<file path="src/rtl/mult_unit.sv">
// 32x32 -> 64 sequential shift-add multiplier with a level-held start and a pause on multControl low.
// Define MULT_SIGNED_EN to add signed (MULT) support via magnitude capture and a final SIGN negation state.
module mult_unit (
    input  logic        clk,
    input  logic        reset,
    input  logic        multControl,
    input  logic        signedOp,
    input  logic [31:0] aInput,
    input  logic [31:0] bInput,
    output logic [31:0] HI,
    output logic [31:0] LO,
    output logic        ok
);

`ifdef MULT_SIGNED_EN
    typedef enum logic [1:0] {
        S_IDLE = 2'd0,
        S_RUN  = 2'd1,
        S_SIGN = 2'd2,
        S_DONE = 2'd3
    } state_t;
`else
    typedef enum logic [1:0] {
        S_IDLE = 2'd0,
        S_RUN  = 2'd1,
        S_DONE = 2'd3
    } state_t;
`endif

    state_t      state_q, state_d;
    logic [31:0] hi_q, hi_d;
    logic [31:0] lo_q, lo_d;
    logic [31:0] mcand_q, mcand_d;
    logic [4:0]  count_q, count_d;
    logic [32:0] sum;
    logic [31:0] a_mag;
    logic [31:0] b_mag;

`ifdef MULT_SIGNED_EN
    logic        sign_q, sign_d;
    logic        start_sign;

    // Signed operands are multiplied as magnitudes; 0x80000000 maps to 2^31 unsigned.
    always_comb begin
        a_mag      = (signedOp && aInput[31]) ? (32'd0 - aInput) : aInput;
        b_mag      = (signedOp && bInput[31]) ? (32'd0 - bInput) : bInput;
        start_sign = signedOp & (aInput[31] ^ bInput[31]);
    end
`else
    logic        unused_signed_op;
    assign unused_signed_op = signedOp;

    always_comb begin
        a_mag = aInput;
        b_mag = bInput;
    end
`endif

    // State and datapath registers
    always_ff @(posedge clk) begin
        if (reset) begin
            state_q <= S_IDLE;
            hi_q    <= 32'd0;
            lo_q    <= 32'd0;
            mcand_q <= 32'd0;
            count_q <= 5'd0;
`ifdef MULT_SIGNED_EN
            sign_q  <= 1'b0;
`endif
        end else begin
            state_q <= state_d;
            hi_q    <= hi_d;
            lo_q    <= lo_d;
            mcand_q <= mcand_d;
            count_q <= count_d;
`ifdef MULT_SIGNED_EN
            sign_q  <= sign_d;
`endif
        end
    end

    // Next-state logic
    always_comb begin
        state_d = state_q;
        case (state_q)
            S_IDLE: begin
                if (multControl) state_d = S_RUN;
            end
            S_RUN: begin
                if (multControl && (count_q == 5'd0)) begin
`ifdef MULT_SIGNED_EN
                    state_d = S_SIGN;
`else
                    state_d = S_DONE;
`endif
                end
            end
`ifdef MULT_SIGNED_EN
            S_SIGN: begin
                state_d = S_DONE;
            end
`endif
            S_DONE: begin
                if (!multControl) state_d = S_IDLE;
            end
            default: begin
                state_d = S_IDLE;
            end
        endcase
    end

    // Datapath next values
    always_comb begin
        hi_d    = hi_q;
        lo_d    = lo_q;
        mcand_d = mcand_q;
        count_d = count_q;
        sum     = 33'd0;
`ifdef MULT_SIGNED_EN
        sign_d  = sign_q;
`endif
        case (state_q)
            S_IDLE: begin
                if (multControl) begin
                    mcand_d = a_mag;
                    hi_d    = 32'd0;
                    lo_d    = b_mag;
                    count_d = 5'd31;
`ifdef MULT_SIGNED_EN
                    sign_d  = start_sign;
`endif
                end
            end
            S_RUN: begin
                if (multControl) begin
                    // Carry out of the add shifts into HI[31]; the dropped LO bit is the consumed multiplier bit.
                    sum     = lo_q[0] ? ({1'b0, hi_q} + {1'b0, mcand_q}) : {1'b0, hi_q};
                    hi_d    = sum[32:1];
                    lo_d    = {sum[0], lo_q[31:1]};
                    count_d = count_q - 5'd1;
                end
            end
`ifdef MULT_SIGNED_EN
            S_SIGN: begin
                if (sign_q) {hi_d, lo_d} = 64'd0 - {hi_q, lo_q};
            end
`endif
            default: begin
            end
        endcase
    end

    // Output logic
    always_comb begin
        ok = (state_q == S_IDLE) || (state_q == S_DONE);
        HI = hi_q;
        LO = lo_q;
    end

endmodule

</file>
<file path="config.mk">
export PLATFORM = sky130hd
export DESIGN_NAME = mult_unit
export DESIGN_NICKNAME = d
export VERILOG_FILES = /design/src/rtl/mult_unit.sv
export SDC_FILE = /design/constraint.sdc
export NUM_CORES = 1
export LEC_CHECK = 0
export ABC_AREA = 0
export CAP_MARGIN = 15
export CORE_MARGIN = 4
export CORE_UTILIZATION = 45
export CTS_CLUSTER_DIAMETER = 80
export DETAILED_ROUTE_END_ITERATION = 10
export PLACE_DENSITY = 0.72
export SKIP_LAST_GASP = 1
export SYNTH_ARGS = -nofsm -noshare
export SYNTH_HDL_FRONTEND = slang
export SYNTH_SLANG_ARGS = --single-unit
</file>
<file path="constraint.sdc">
create_clock -name clk -period 2.75 [get_ports clk]
set_input_delay 0.275 -clock clk [delete_from_list [all_inputs] [get_ports clk]]
set_output_delay 0.275 -clock clk [all_outputs]
set_load 0.01 [all_outputs]
</file>
==> impl_results.md <==
- Combinational group share of total power: 29.9%
- Hold WS: around 0.39 ns
- # IOs: around 130
- Hold-fix buffers at CTS: 0
- Slowest stage delay, CP: approximately 0.51 ns
- Synthesized area per cell: 7.36 µm²
- Reg2reg start: HI[0]
- TritonCTS clock tree: done
- Clk Latency, worst-skew pair: between 0.3 and 0.4 ns
- Final Max Slew Viols: 0
- Area of the multi-input gates: ~0.004 mm²
- Critical R2R Capture: HI[23]
- Slowest CP cell: or4_4
- Area delta synth->final: 29.2%
- Seq pwr share: 39.7%
- Number of buffers and inverters on the critical path: 1
- Die X: around 130 µm
- Initial antenna violation count: 0
- Drt pass-1 iters: 8
- Status: finished, final reports clean
- R2R Setup Slk: ~0.09 ns
- Most used DFF post-synth: dfxtp_1
- Yosys reg bits: slightly above 100
- CP Cell Sequence: ha_2, fa_2, a21o_1, a221oi_4, buf_4, o21ai_2, a31oi_2, nor2_2, or4_4, a41oi_2
- Antenna-violating nets left: 0
- Drt wl/cell: approximately 15 µm
- Hold path startpoint: multControl
- Sequential Area: ~0.0021 mm²
- Layout Skew: 0.00746 ns
- NetSw: between 1 and 1.5 mW
- Worst r2r path cells: 10
- Crit-path max FO: 3
- Largest family of logic cells by synthesized area: compound AO/OA/AOI/OAI gates
- Tightest Hold Check Type: primary input to flip-flop
- Synth top area share: between 30% and 40%
- Post-synthesis adder-cell area fraction: 7.56%
- Post-Synth Simple-Gate Area: around 24%
- Final Critical Period: around 2.7 ns
- Setup Viol. Count Final: 0
- VDD IR max: 393 µV
- Cell Pwr Density: between 500 and 600 mW/mm²
- Syn nets: approximately 970
- Slew Limit Headroom: a little over three fifths
- Worst-margin pin slew: about 0.56 ns
- Fin crit share: approximately 97%
- Leakage: around 3.4 nW
- Core ar.: around 0.014 mm²
- Placer congestion estimate: roughly 0.93
- Vias in the first global route: between 5,000 and 6,000
- Fmax: roughly 380 MHz
- Crit path capture type: flip-flop
- Rows: 43
- Overflow after GRT: 0
- Top cell type by total area after synthesis: dfxtp_1
- Cell total after placement: 1,148
- Initial Util: a little under half
- 1st-iter DRT viols: ~510
- Die Span Y: roughly 130 µm
- Netlist Area Pre-Place: between 0.006 and 0.007 mm²
- CTS Buf Count: 9
- Clk slew on worst S/H paths: ~0.070 ns
- Fraction of layout cells with a size suffix above 1: ~6.4%
- Die ar.: approximately 0.016 mm²
- Sw frac: between 30% and 40%
- Via count: between 6,000 and 7,000
- Post-synthesis cell type count: 67
- CP Launch Type: flip-flop
- Post-Syn Instances: a little under 900
- Vias per cell: about 5.7
- Max Root-Sink Buffers: 2
- Post-synthesis mux area share: ~2.4%
- Hold EP: LO[1]
- Register area share after synthesis: 32.3%
- PortBufs: approximately 130
- Fin nets: ~1,100
- CP delay by family, top: compound AO/OA/AOI/OAI gates
- Worst hold stages: 3
- Top post-synthesis cells by area: dfxtp_1, nor2_1, ha_1
- GRT Total Usage: between 20% and 30%
- Arr. time, crit path: ~3 ns
- Ys async rst share: 0%
- Max cap viols: 0
- WS Path Type: flip-flop to flip-flop
- Compound-Gate Fraction of Synth Area: between 20% and 30%
- Final Hold Fails: 0
- First-pass GRT wire length: 28,800 µm
- Worst Path Required: ~3 ns
- ANT cells: 0
- RSZ-0062 raised after global routing: false
- Root buf cell: clkbuf_16
- Largest net degree at the start of global routing: 52
- Detailed Route WL: about 18,000 µm
- H-tree Lvls: 3
- Post-synth EDFFs: 0
- Clock power share: 30.4%
- Clk sink count: 103
- Fin cells: 1,165
- Yosys warns: 0
- Filler cells: between 1,000 and 1,500
- Dpl hpwl: 12,700 µm
- DRC viols: 0
- Pint: between 3 and 4 mW
- Post-Synth XOR/XNOR Area: between 2 and 2.5%
- Final TNS setup: 0 ns
synth_stat cells, drive strengths merged, types with 5 or more instances:
cell,instances
clkbuf,47
a2111oi,5
a31oi,30
a22oi,9
and3,6
nor2,147
nor4,29
nand3,13
ha,37
and2,5
o22ai,5
nand2,116
dfxtp,103
nor3,16
inv,39
o21ai,36
a211oi,13
buf,8
a222oi,8
xor2,10
o21a,7
o211ai,8
xnor2,8
mux2i,13
a21o,19
a21oi,80
through the flow:
stage	instance area, µm²	power [mW]	utilization (%)	setup slack (ns)
3_5_place_dp	7910	3.14	57.0	0.0500
3_3_place_gp	7910	3.12	57.0	0.0747
6_report	8250	4.48	59.4	0.0898
5_1_grt	8250	4.74	59.4	0.00320
2_1_floorplan	6390	2.63	-	0.119
4_1_cts	8220	4.52	59.2	0.0216
flip-flops by register name (all words and copies together), names as in the netlist:
signal and flops:
HI 32, LO 32, mcand_q 32, count_q 5, state_q 2
area by class of cell:
| class | count | area share [%] |
|---|---|---|
| Clock inverter | 3 | 0.819 |
| Inverter | 39 | 1.77 |
| Tap cell | 180 | 2.73 |
| Multi-Input combinational cell | 671 | 48.6 |
| Sequential cell | 103 | 25.0 |
| Timing Repair Buffer | 156 | 18.2 |
| Clock buffer | 13 | 2.91 |
placed cells by master (no fill, tap or decap), types with 6 or more instances in the layout:
master	instances
nand3_1	13
inv_1	39
and3_1	6
clkbuf_16	9
a222oi_1	8
nor3_1	16
buf_4	25
clkdlybuf4s50_1	129
a22oi_1	9
a31oi_1	29
a21o_1	18
o211ai_1	8
nand2_1	116
o21a_1	7
ha_1	34
nor2_1	146
xor2_1	10
xnor2_1	8
o21ai_0	31
dfxtp_1	103
nor4_1	29
a211oi_1	12
a21oi_1	79
mux2i_1	13
metal layers:
layer	global-route usage (%)	wire [µm]	share of wire, %	vias up
li1	-	-	-	3305
met1	28.7	7950	45	3043
met2	35.2	8400	47	210
met3	5.69	1220	6.9	25
met4	4.79	209	1.2	0
met5	0	0	0	-
power groups by stage:
stage,clock (mW),sequential [mW],combinational [mW]
2_1_floorplan,0,1.82,0.810
4_1_cts,1.40,1.77,1.34
3_5_place_dp,0,1.81,1.33
6_report,1.36,1.78,1.34
3_3_place_gp,0,1.81,1.31
5_1_grt,1.45,1.80,1.49
worst max-delay path by stage:
stage / end / from / slack [ns] / cells after the start
global route: HI[24] / HI[5] / 0.003 / 9
CTS: HI[23] / HI[0] / 0.02 / 10
detailed placement: HI[13] / HI[0] / 0.05 / 9
global placement: HI[13] / HI[0] / 0.07 / 9
floorplan: HI[13] / HI[0] / 0.12 / 9
finish: HI[23] / HI[0] / 0.09 / 10
kinds of logic after synthesis:
kind of cell / count (synthesis)
AND/OR/NAND/NOR: 354
AO/OA/AOI/OAI: 246
flip-flops: 103
buffers and inverters: 94
adder cells (fa/ha/maj): 38
XOR/XNOR: 18
multiplexers: 15
repair_timing:
action,CTS,global route
buffers inserted,0,1
resized for setup,0,7
endpoints found under the setup margin,0,10
worst reg2reg max path, cell delays in order, from the launching register on:
cell	delay, ns
dfxtp_1	0.32
ha_2	0.20
fa_2	0.34
a21o_1	0.21
a221oi_4	0.31
buf_4	0.17
o21ai_2	0.08
a31oi_2	0.22
nor2_2	0.06
or4_4	0.51
a41oi_2	0.17
(Power assumes the default switching activity.)
